--- src/rtl/reg_if_pkg.sv ---
// rtl/reg_if_pkg.sv - shared encodings and defaults for the register-access interface
package reg_if_pkg;

  typedef enum logic [1:0] {
    IDLE   = 2'd0,
    ACCESS = 2'd1,
    RESP   = 2'd2
  } state_e;

  localparam logic BUS_WR = 1'b1;
  localparam logic BUS_RD = 1'b0;

  localparam int TIMEOUT_DEFAULT    = 16;
  localparam int NUM_OF_REG_DEFAULT = 4;

endpackage

--- src/rtl/reg_cfg_timer.sv ---
// rtl/reg_cfg_timer.sv - loadable up-counter with clear and terminal-count flag at TIMEOUT-1
module reg_cfg_timer #(
  parameter int TIMEOUT = 16,
  parameter int CW      = $clog2(TIMEOUT)
) (
  input  logic          clk,
  input  logic          rst_n,
  input  logic          clr_i,
  input  logic          load_i,
  input  logic [CW-1:0] load_val_i,
  input  logic          en_i,
  output logic          tc_o
);

  localparam logic [CW-1:0] TC_VAL = CW'(TIMEOUT - 1);

  logic [CW-1:0] count_q;
  logic [CW-1:0] count_d;

  assign tc_o = (count_q == TC_VAL);

  // Saturates at terminal count so a stalled owner never sees the flag wrap away.
  always_comb begin
    count_d = count_q;
    if (clr_i) begin
      count_d = '0;
    end else if (load_i) begin
      count_d = load_val_i;
    end else if (en_i && !tc_o) begin
      count_d = count_q + CW'(1);
    end
  end

  always_ff @(posedge clk or negedge rst_n) begin
    if (!rst_n) begin
      count_q <= '0;
    end else begin
      count_q <= count_d;
    end
  end

endmodule

--- src/rtl/reg_cfg_master.sv ---
// rtl/reg_cfg_master.sv - single-command register bus initiator with ack timeout
module reg_cfg_master
  import reg_if_pkg::*;
#(
  parameter int NUM_OF_REG = NUM_OF_REG_DEFAULT,
  parameter int TIMEOUT    = TIMEOUT_DEFAULT
) (
  input  logic       clk,
  input  logic       rst_n,
  input  logic       cmd_valid,
  output logic       cmd_ready,
  input  logic       cmd_wr,
  input  logic [7:0] cmd_addr,
  input  logic [7:0] cmd_wdata,
  output logic       rsp_valid,
  input  logic       rsp_ready,
  output logic [7:0] rsp_rdata,
  output logic       rsp_err,
  output logic       sel_en,
  output logic       wr_rd_s,
  output logic [7:0] addr,
  output logic [7:0] wr_data,
  input  logic [7:0] rd_data,
  input  logic       ack,
  output logic       busy
);

  localparam int            CW       = $clog2(TIMEOUT);
  localparam logic [8:0]    NUM_REGS = 9'(NUM_OF_REG);

  state_e     state_q;
  logic       sel_en_q;
  logic       wr_rd_s_q;
  logic [7:0] addr_q;
  logic [7:0] wr_data_q;
  logic       rsp_valid_q;
  logic [7:0] rsp_rdata_q;
  logic       rsp_err_q;
  logic       busy_q;

  logic       addr_oor;
  logic       timer_tc;

  assign addr_oor  = ({1'b0, cmd_addr} >= NUM_REGS);
  assign cmd_ready = (state_q == IDLE);

  assign sel_en    = sel_en_q;
  assign wr_rd_s   = wr_rd_s_q;
  assign addr      = addr_q;
  assign wr_data   = wr_data_q;
  assign rsp_valid = rsp_valid_q;
  assign rsp_rdata = rsp_rdata_q;
  assign rsp_err   = rsp_err_q;
  assign busy      = busy_q;

  // Held at zero outside ACCESS, so every access starts counting from 0.
  reg_cfg_timer #(
    .TIMEOUT (TIMEOUT),
    .CW      (CW)
  ) u_timer (
    .clk        (clk),
    .rst_n      (rst_n),
    .clr_i      (state_q != ACCESS),
    .load_i     (1'b0),
    .load_val_i ('0),
    .en_i       ((state_q == ACCESS) && !ack),
    .tc_o       (timer_tc)
  );

  always_ff @(posedge clk or negedge rst_n) begin
    if (!rst_n) begin
      state_q     <= IDLE;
      sel_en_q    <= 1'b0;
      wr_rd_s_q   <= BUS_RD;
      addr_q      <= '0;
      wr_data_q   <= '0;
      rsp_valid_q <= 1'b0;
      rsp_rdata_q <= '0;
      rsp_err_q   <= 1'b0;
      busy_q      <= 1'b0;
    end else begin
      case (state_q)
        IDLE: begin
          if (cmd_valid) begin
            busy_q <= 1'b1;
            if (addr_oor) begin
              state_q     <= RESP;
              rsp_valid_q <= 1'b1;
              rsp_err_q   <= 1'b1;
              rsp_rdata_q <= '0;
            end else begin
              state_q   <= ACCESS;
              sel_en_q  <= 1'b1;
              wr_rd_s_q <= cmd_wr;
              addr_q    <= cmd_addr;
              wr_data_q <= (cmd_wr == BUS_WR) ? cmd_wdata : 8'h00;
            end
          end
        end
        ACCESS: begin
          // ack in the final timeout cycle still counts as success.
          if (ack) begin
            state_q     <= RESP;
            sel_en_q    <= 1'b0;
            rsp_valid_q <= 1'b1;
            rsp_err_q   <= 1'b0;
            rsp_rdata_q <= (wr_rd_s_q == BUS_RD) ? rd_data : 8'h00;
          end else if (timer_tc) begin
            state_q     <= RESP;
            sel_en_q    <= 1'b0;
            rsp_valid_q <= 1'b1;
            rsp_err_q   <= 1'b1;
            rsp_rdata_q <= '0;
          end
        end
        RESP: begin
          if (rsp_ready) begin
            state_q     <= IDLE;
            rsp_valid_q <= 1'b0;
            rsp_err_q   <= 1'b0;
            rsp_rdata_q <= '0;
            busy_q      <= 1'b0;
          end
        end
        default: begin
          state_q     <= IDLE;
          sel_en_q    <= 1'b0;
          rsp_valid_q <= 1'b0;
          busy_q      <= 1'b0;
        end
      endcase
    end
  end

endmodule

--- config.mk ---
export PLATFORM = sky130hd
export DESIGN_NAME = reg_cfg_master
export DESIGN_NICKNAME = d
export VERILOG_FILES = /design/src/rtl/reg_if_pkg.sv /design/src/rtl/reg_cfg_timer.sv /design/src/rtl/reg_cfg_master.sv
export SDC_FILE = /design/constraint.sdc
export NUM_CORES = 1
export LEC_CHECK = 0
export ABC_AREA = 1
export BUFFER_PORTS_ARGS = -buffer_cell sky130_fd_sc_hd__buf_2
export CAP_MARGIN = 20
export CORE_AREA = 4 4 53 78
export CTS_BUF_LIST = sky130_fd_sc_hd__clkbuf_4
export DETAILED_ROUTE_END_ITERATION = 6
export DIE_AREA = 0 0 57 82
export GPL_TIMING_DRIVEN = 0
export PLACE_DENSITY_LB_ADDON = 0.12
export SLEW_MARGIN = 20
export SYNTH_ARGS = -nofsm -noshare
export SYNTH_HDL_FRONTEND = slang
export SYNTH_SLANG_ARGS = --single-unit
--- constraint.sdc ---
create_clock -name clk -period 1.3 [get_ports clk]
set_input_delay 0.13 -clock clk [delete_from_list [all_inputs] [get_ports clk]]
set_output_delay 0.13 -clock clk [all_outputs]
set_load 0.01 [all_outputs]
==> impl_metrics.ini, run 1 <==
[detailed_routing]
drtPass1Iterations = 4
first_iter_violations = 30
drc_errors = 0
ant_nets = 0
wl_per_cell_um = 13.0
viasPerCell = 4.74
vias = 1459
wirelength_um = 3990

[die]
dieHeight_um = 82
core_area_um2 = 3450
die_w_um = 57
dieArea_um2 = 4670
ios = 60
rows = 26
initial_core_util_pct = 43.6

[sta]
fmax_mhz = 725
slew_viol_final = 0
relSlewSlack_pct = 48.3
hold_viol = 0
setup_violations = 26
hold_ws_ns = 0.0171
rsz0062_at_grt = yes
tns_ns = -0.788
fin_ws_ns = -0.0788
fin_crit_sh_pct = 106
worst_slew_pin_slew_ns = 0.775
period_minus_slack_ns = 1.38
skew_ns = 0.0102

[synthesis]
synth_top_family_by_area = simple AND/OR/NAND/NOR gates
synthMuxAreaShare_pct = 0
ys.warnings.count = 0
synth_area_leader_cell = dfrtp_1
synth-xor-area-share_pct = 0.582
synth_top_cells_by_area = dfrtp_1 58%, nand2_1 15%, nor2_1 5.7%, nand3_1 4.7%, inv_1 3.0%
yosysUniqueCellTypes = 21
syn_nets = 203
synth_compound_area_share_pct = 3.33
synthesis.area_um2 = 1500
synth.ff_latch_count = 35
ys_seq_area_share_pct = 58.2
syn_inst = 172
avgSynthCellArea_um2 = 8.74
netlist.area_leader.share_pct = 58.2
synth-simple-area-share_pct = 31.9
yosys.area_share.adder_pct = 0.832

[final_layout]
final_cell_mix = 57 x buf_2, 54 x nand2_1, 33 x dfrtp_1
final_common_cell = buf_2
fin_nets = 296
antenna-diode-count = 0
fin_area_um2 = 2310
drive_gt1_share_pct = 45.9
fin_util_pct = 66.9
area_growth_pct = 53.5

[clock_tree]
cts_tree = done
path_clk_slew_ns = 0.11
cts_root_buffer = clkbuf_4
htreeDepth = 2
clock_sinks = 35
numCtsBuffers = 5
clk_path_buf_depth = 2
clock_latency_ns = 0.34

[critical_path]
worst-path-buf-inv = 1
criticalPathCategory = reg -> reg
crit_path_end_kind = flop
crit_family = simple AND/OR/NAND/NOR gates
crit_top_cell = nor2_4
reg2reg_depth = 9
slowest_delay_ns = 0.37
worstPathRequired_ns = 1.54
path_cells = ha_2 > nand2_2 > nor2_4 > nor2_4 > nor2_4 > buf_12 > nand3_4 > nand2_1 > nand2_1
crit_path_top_delay_cell = dfrtp_1
cp-start-kind = flop
cp.depth = 9
worstPathMaxFanout = 4
cp.arrival_ns = 1.62

[placement]
port_buffers = 58
gp_congestion = 0.809
hpwl_um = 2540
detailed_place.area_um2 = 1850

[power]
power.leakage_nw = 1.27
switching_power_mw = 1.02
p_int_mw = 1.95
ir_worst_vdd_mv = 0.944
powerDensity_nw_per_um2 = 1290
power_frac_seq_pct = 46.0
swShare_pct = 34.3
pwr-share-comb_pct = 33.7
p_clk_share_pct = 20.3

[grt]
antenna_found_initial = 0
grt_pass1_vias = 1499
grt_max_degree = 36
grt_util_all_layers_pct = 17.4
grt.overflow.total = 0
grt_pass1_wl_um = 6310

[min_path]
hold_path_class = in -> reg
hold_depth = 3

[job]
max_cap_viol_count = 0

[run_status]
status = finished with violations
violations = negative setup slack
==> sequential cells by signal (all words and copies together) (netlist names) <==
register	flops
rsp_err	1
u_timer.count_q	4
busy	1
state_q	2
rsp_valid	1
addr	8
wr_data	8
wr_rd_s	1
rsp_rdata	8
sel_en	1
==> through the flow <==
stage	worst slack, ns	power (mW)	cells
after detailed placement	-0.153	2.12	272
after floorplan	0.0333	1.80	172
after global placement	-0.126	2.11	272
after global routing	-0.165	3.19	308
after CTS	-0.0502	2.81	297
final	-0.0788	2.97	308
==> tightest hold or removal path, delay by kind of cell <==
family        cells  cell delay (ns)
buf+inv           1             0.11
simple gates      2             0.10
==> routing by layer <==
layer  up-vias  routed length [um]  track usage (%)
met1       679                1460             19.5
met3         9                 207             4.25
met2        50                2240             30.7
li1        721                   -                -
met5         -                   0                0
met4         0                  76             8.58
==> final cells by class <==
cell class | count | area (um2)
Sequential cell | 35 | 878
Multi-Input combinational cell | 120 | 682
Inverter | 15 | 61.3
Timing Repair Buffer | 85 | 551
Tap cell | 42 | 52.6
Buffer | 3 | 26.3
Clock inverter | 2 | 12.5
Fill cell | 310 | 1140
Clock buffer | 6 | 45.0
==> final timing paths <==
kind,startpoint,endpoint,slack [ns]
min in group asynchronous,rst_n,addr[0]$_DFFE_PN0P_,0.40
max in group asynchronous,rst_n,state_q[0]$_DFFE_PN0P_,0.36
max,u_timer.count_q[0]$_DFFE_PN0P_,rsp_rdata[5]$_DFFE_PN0P_,-0.08
min,cmd_wdata[6],wr_data[6]$_DFFE_PN0P_,0.02
min reg2reg,rsp_rdata[2]$_DFFE_PN0P_,rsp_rdata[2]$_DFFE_PN0P_,0.48
max reg2reg,u_timer.count_q[0]$_DFFE_PN0P_,rsp_rdata[5]$_DFFE_PN0P_,-0.08
==> power groups by stage <==
stage | logic, mW | registers (mW) | clock network (mW)
CTS | 0.816 | 1.37 | 0.627
global placement | 0.719 | 1.39 | 0
detailed placement | 0.731 | 1.39 | 0
finish | 1.00 | 1.37 | 0.602
floorplan | 0.351 | 1.45 | 0
global route | 1.11 | 1.39 | 0.685
==> cell families (layout without fill, tap and decap cells) <==
group           count (synthesis)  after routing
buf+inv                        18            111
compound gates                 10             10
xor+xnor                        1              1
simple gates                  107            108
fa+ha+maj                       1              1
flops                          35             35
==> Yosys cell counts <==
| cell type | instances |
|---|---|
| nor3_2 | 1 |
| buf_2 | 1 |
| o21ai_0 | 3 |
| nor2_1 | 23 |
| nand4_1 | 1 |
| nand2_2 | 2 |
| buf_6 | 1 |
| clkbuf_1 | 1 |
| dfrtp_1 | 35 |
| nand3_1 | 14 |
| nor2_2 | 1 |
| nand3_4 | 1 |
| a21oi_1 | 3 |
| nor2_4 | 3 |
| o21ai_1 | 4 |
| ha_1 | 1 |
| nand2_1 | 60 |
| xor2_1 | 1 |
| inv_2 | 3 |
| nand4_2 | 1 |
| inv_1 | 12 |
==> timing repair <==
action                                  CTS  global route
endpoints found under the setup margin   25            30
setup buffers                             7             8
pin swaps                                 2            15
hold endpoints to repair                 44             1
hold buffers                             10             1
gates cloned                              0             2
resized for setup                         5            37
Power figures use the tool's default switching activity.
==> run 2: changes to the inputs <==
--- a/config.mk
+++ b/config.mk
@@ -14,6 +14,7 @@
 export DIE_AREA = 0 0 57 82
 export GPL_TIMING_DRIVEN = 0
 export PLACE_DENSITY_LB_ADDON = 0.12
+export SKIP_CTS_REPAIR_TIMING = 1
 export SLEW_MARGIN = 20
 export SYNTH_ARGS = -nofsm -noshare
 export SYNTH_HDL_FRONTEND = slang
==> constraint.sdc (replaced) <==
create_clock -name clk -period 1.3 [get_ports clk]
set_input_delay 0.065 -clock clk [delete_from_list [all_inputs] [get_ports clk]]
set_output_delay 0.065 -clock clk [all_outputs]
set_load 0.01 [all_outputs]
==> impl_metrics.ini, run 2 (synthesis results as in run 1) <==
[clock_tree]
clk_path_buf_depth = 2
cts_tree = done
clock_latency_ns = 0.34
htreeDepth = 2
numCtsBuffers = 5
cts_root_buffer = clkbuf_4
clock_sinks = 35
path_clk_slew_ns = 0.11

[sta]
relSlewSlack_pct = 48.5
fin_ws_ns = -0.119
fmax_mhz = 705
worst_slew_pin_slew_ns = 0.773
hold_viol = 0
setup_violations = 26
rsz0062_at_grt = yes
skew_ns = 0.00508
tns_ns = -1.23
fin_crit_sh_pct = 109
period_minus_slack_ns = 1.42
slew_viol_final = 0

[critical_path]
crit_path_end_kind = flop
worstPathMaxFanout = 8
cp-start-kind = flop
slowest_delay_ns = 0.49
crit_top_cell = nor2_4
worstPathRequired_ns = 1.58
criticalPathCategory = reg -> reg
crit_path_top_delay_cell = dfrtp_2
path_cells = nor2_4 > nand2_2 > nor2_4 > buf_6 > nand3_2 > nand2_1
cp.arrival_ns = 1.70

[final_layout]
fin_area_um2 = 2340
antenna-diode-count = 0
fin_nets = 297
multiInputGateArea_um2 = 696
drive_gt1_share_pct = 46.8
instances_no_fill = 309
regArea_um2 = 877
fin_util_pct = 67.9
final_cell_mix = 57 x buf_2, 47 x nand2_1, 34 x dfrtp_1
final_common_cell = buf_2
area_growth_pct = 55.7
num-fill-cells = 299

[grt]
grt_pass1_wl_um = 5840
grt_util_all_layers_pct = 16.0
grtUsageMet3_pct = 4.40
grt_pass1_vias = 1342
antenna_found_initial = 0
grt.overflow.total = 0
grt_max_degree = 36
top_usage_layer = met2
use_met2_pct = 28.0
grtUsageMet1_pct = 18.2

[placement]
dp.cells = 272
gp_congestion = 0.809
hpwl_um = 2540
detailed_place.area_um2 = 1850
dp_slack_ns = -0.153
port_buffers = 58

[detailed_routing]
wl_per_cell_um = 13.5
viasPerCell = 4.76
drc_errors = 0
drtPass1Iterations = 3
wirelength_um = 4160
vias = 1472
first_iter_violations = 44
ant_nets = 0

[run_status]
status = finished with violations
violations = negative setup slack

[die]
ios = 60
die_w_um = 57
initial_core_util_pct = 43.6
rows = 26
dieArea_um2 = 4670
core_area_um2 = 3450
dieHeight_um = 82

[power]
p_int_mw = 1.87
powerDensity_nw_per_um2 = 1230
power_frac_seq_pct = 48.0
ir_worst_vdd_mv = 0.897
switching_power_mw = 0.999
power.leakage_nw = 1.27
swShare_pct = 34.8
p_clk_share_pct = 20.8
pwr-share-comb_pct = 31.2

[min_path]
hold_path_class = in -> reg

[job]
max_cap_viol_count = 0
[run 2: cell types whose count changed in the layout (fill, tap and decap cells not counted), sizes merged]
cell         delta
buf             -7
dlygate4sd3     +8
[run 2: path summary, 6_finish.rpt]
path                                          startpoint                  endpoint  slack [ns]  depth (start not counted)
worst max-delay path              state_q[1]$_DFFE_PN0P_    wr_data[7]$_DFFE_PN0P_       -0.12                          6
worst min-delay path                                 ack       rsp_err$_DFFE_PN0P_        0.02                          4
max in group asynchronous                          rst_n    state_q[1]$_DFFE_PN0P_        0.44                          2
worst min register to register  rsp_rdata[2]$_DFFE_PN0P_  rsp_rdata[2]$_DFFE_PN0P_        0.48                          2
worst max register to register    state_q[1]$_DFFE_PN0P_    wr_data[7]$_DFFE_PN0P_       -0.12                          6
min in group asynchronous                          rst_n     rsp_valid$_DFFE_PN0P_        0.33                          2
[run 2: final cells by class]
cell class	count	area share, %
repair buffers	86	24.5
multi-input cells	120	29.7
well taps	42	2.24
flip-flops and latches	35	37.5
plain buffers	3	1.12
clock buffers	6	1.92
inverters	15	2.51
clock inverters	2	0.534
[run 2: power groups by stage]
stage	logic [mW]	clock network, mW	registers [mW]
5_1_grt	1.01	0.681	1.40
3_3_place_gp	0.719	0	1.39
6_report	0.898	0.596	1.38
3_5_place_dp	0.731	0	1.39
4_1_cts	0.734	0.627	1.37
2_1_floorplan	0.351	0	1.45
[run 2: worst max-delay path: cells and delay by family (launching register included)]
kind,cells,cell delay (ns)
AND/OR/NAND/NOR,5,0.71
flip-flops,1,0.49
buffers and inverters,1,0.17
[run 2: routing by layer]
layer  share of wire, %  vias to the layer above
met1                 37                      696
met5                  0                        -
met3                4.6                        7
li1                   -                      728
met2                 57                       41
met4                1.4                        0
[run 2: metrics by stage]
step,hold WS [ns],power [mW]
6_report,0.0247,2.87
3_3_place_gp,0.190,2.11
2_1_floorplan,-0.231,1.80
5_1_grt,0.0605,3.09
4_1_cts,-0.195,2.73
3_5_place_dp,0.193,2.12
==> run 3: changes to the inputs <==
--- a/config.mk
+++ b/config.mk
@@ -8,10 +8,13 @@
 export ABC_AREA = 1
 export BUFFER_PORTS_ARGS = -buffer_cell sky130_fd_sc_hd__buf_2
 export CAP_MARGIN = 20
-export CORE_AREA = 4 4 53 78
+export CELL_PAD_IN_SITES_DETAIL_PLACEMENT = 1
+export CELL_PAD_IN_SITES_GLOBAL_PLACEMENT = 2
+export CORE_AREA = 4 4 69 102
 export CTS_BUF_LIST = sky130_fd_sc_hd__clkbuf_4
+export CTS_CLUSTER_DIAMETER = 120
 export DETAILED_ROUTE_END_ITERATION = 6
-export DIE_AREA = 0 0 57 82
+export DIE_AREA = 0 0 73 106
 export GPL_TIMING_DRIVEN = 0
 export PLACE_DENSITY_LB_ADDON = 0.12
 export SKIP_CTS_REPAIR_TIMING = 1
==> impl_metrics.ini, run 3 (synthesis results as in run 1) <==
[run_status]
status = finished with violations
violations = negative setup slack

[power]
ir_worst_vdd_mv = 0.736
p_int_mw = 2.27
power_frac_seq_pct = 42.4
powerDensity_nw_per_um2 = 1340
swShare_pct = 30.3
power.leakage_nw = 1.32
pwr-share-comb_pct = 27.1
switching_power_mw = 0.986
power_mw = 3.26
p_clk_share_pct = 30.5

[die]
ios = 60
rows = 35
dieArea_um2 = 7740
core_area_um2 = 6170
dieHeight_um = 106
initial_core_util_pct = 24.4
die_w_um = 73

[sta]
setup_violations = 26
hold_viol = 0
period_minus_slack_ns = 1.38
hold_ws_ns = 0.0360
skew_ns = 0.00908
fin_ws_ns = -0.0753
fmax_mhz = 727
relSlewSlack_pct = 45.3
rsz0062_at_grt = yes
worst_slew_pin_slew_ns = 0.821
fin_crit_sh_pct = 106
slew_viol_final = 0

[clock_tree]
cts_tree = done
clock_latency_ns = 0.33
numCtsBuffers = 5
clock_sinks = 35
cts_root_buffer = clkbuf_4
clk_path_buf_depth = 2
path_clk_slew_ns = 0.11
htreeDepth = 2

[final_layout]
multiInputGateArea_um2 = 649
area_growth_pct = 61.7
final_cell_mix = 59 x buf_2, 57 x nand2_1, 33 x dfrtp_1
regArea_um2 = 878
num-fill-cells = 739
antenna-diode-count = 0
instances_no_fill = 346
fin_util_pct = 39.4
final_common_cell = buf_2
fin_nets = 302
drive_gt1_share_pct = 41.9

[detailed_routing]
ant_nets = 0
drtPass1Iterations = 3
viasPerCell = 4.25
drc_errors = 0
vias = 1471
wl_per_cell_um = 12.7
wirelength_um = 4400
first_iter_violations = 54

[grt]
grt_util_all_layers_pct = 11.0
grt.overflow.total = 0
grt_pass1_vias = 1374
antenna_found_initial = 0
grt_pass1_wl_um = 6630
grt_max_degree = 36

[critical_path]
r2r-start = state_q[1]$_DFFE_PN0P_
worstPathRequired_ns = 1.56
worstPathMaxFanout = 8
cp-start-kind = flop
crit_path_end_kind = flop
worst-r2r-setup-slack_ns = -0.08
reg2reg_depth = 6
criticalPathCategory = reg -> reg
cp.arrival_ns = 1.64
reg2reg_to = addr[0]$_DFFE_PN0P_

[placement]
dp_slack_ns = -0.228
dp.cells = 304
gp_congestion = 0.674
port_buffers = 58
hpwl_um = 3030

[min_path]
hp-start = ack
hold_path_class = in -> reg
holdPathEnd = rsp_err$_DFFE_PN0P_
hold_depth = 4

[job]
max_cap_viol_count = 0
run 3: changes by cell type in the layout (fill, tap and decap cells not counted), moves of 2 or more:
cell,change
buf_4,+4
o21ai_1,+2
nand2_2,-11
buf_2,+2
nand3_2,-4
nand2_1,+10
bufinv_16,+2
nand3_1,+3
nor2_2,-3
nor2_1,+3
run 3: critical path, cell delays in order (launching register included):
cell and delay [ns]:
dfrtp_2 0.50, nor2_4 0.20, buf_4 0.15, nand4_4 0.12, nor2_1 0.20, nor2_1 0.06, nor2_1 0.08
run 3: how the worst max path moves through the flow:
stage | slack [ns] | endpoint | start | cells after the start
finish | -0.08 | addr[0]$_DFFE_PN0P_ | state_q[1]$_DFFE_PN0P_ | 6
global route | -0.16 | rsp_err$_DFFE_PN0P_ | u_timer.count_q[1]$_DFFE_PN0P_ | 8
CTS | -0.24 | sel_en$_DFFE_PN0P_ | u_timer.count_q[0]$_DFFE_PN0P_ | 7
detailed placement | -0.23 | sel_en$_DFFE_PN0P_ | u_timer.count_q[0]$_DFFE_PN0P_ | 7
global placement | -0.23 | sel_en$_DFFE_PN0P_ | u_timer.count_q[0]$_DFFE_PN0P_ | 7
floorplan | 0.03 | sel_en$_DFFE_PN0P_ | u_timer.count_q[0]$_DFFE_PN0P_ | 7
run 3: per-layer routing:
metal,vias to the layer above,share of wire [%],GRT usage (%)
met5,-,0,0
met4,0,1.3,3.56
met3,5,5.3,3.50
met2,32,55,18.7
met1,701,38,12.7
li1,733,-,-
run 3: through the flow:
step	area [um2]	setup TNS, ns
global route	2430	-3.46
finish	2430	-0.779
detailed placement	1890	-4.07
floorplan	1500	0
global placement	1890	-4.03
CTS	1990	-4.70
run 3: layout make-up:
class	instances	share of cell area, %
Multi-Input combinational cell	119	26.7
Timing Repair Buffer	92	25.6
Inverter	15	2.42
Tap cell	74	3.81
Buffer	3	1.08
Sequential cell	35	36.1
Clock inverter	2	2.47
Clock buffer	6	1.85
run 3: power groups by stage:
| stage | logic, mW | registers (mW) | clock network (mW) |
|---|---|---|---|
| finish | 0.883 | 1.38 | 0.995 |
| global route | 0.992 | 1.41 | 1.10 |
| CTS | 0.751 | 1.38 | 1.05 |
| detailed placement | 0.750 | 1.40 | 0 |
| global placement | 0.749 | 1.40 | 0 |
| floorplan | 0.351 | 1.45 | 0 |
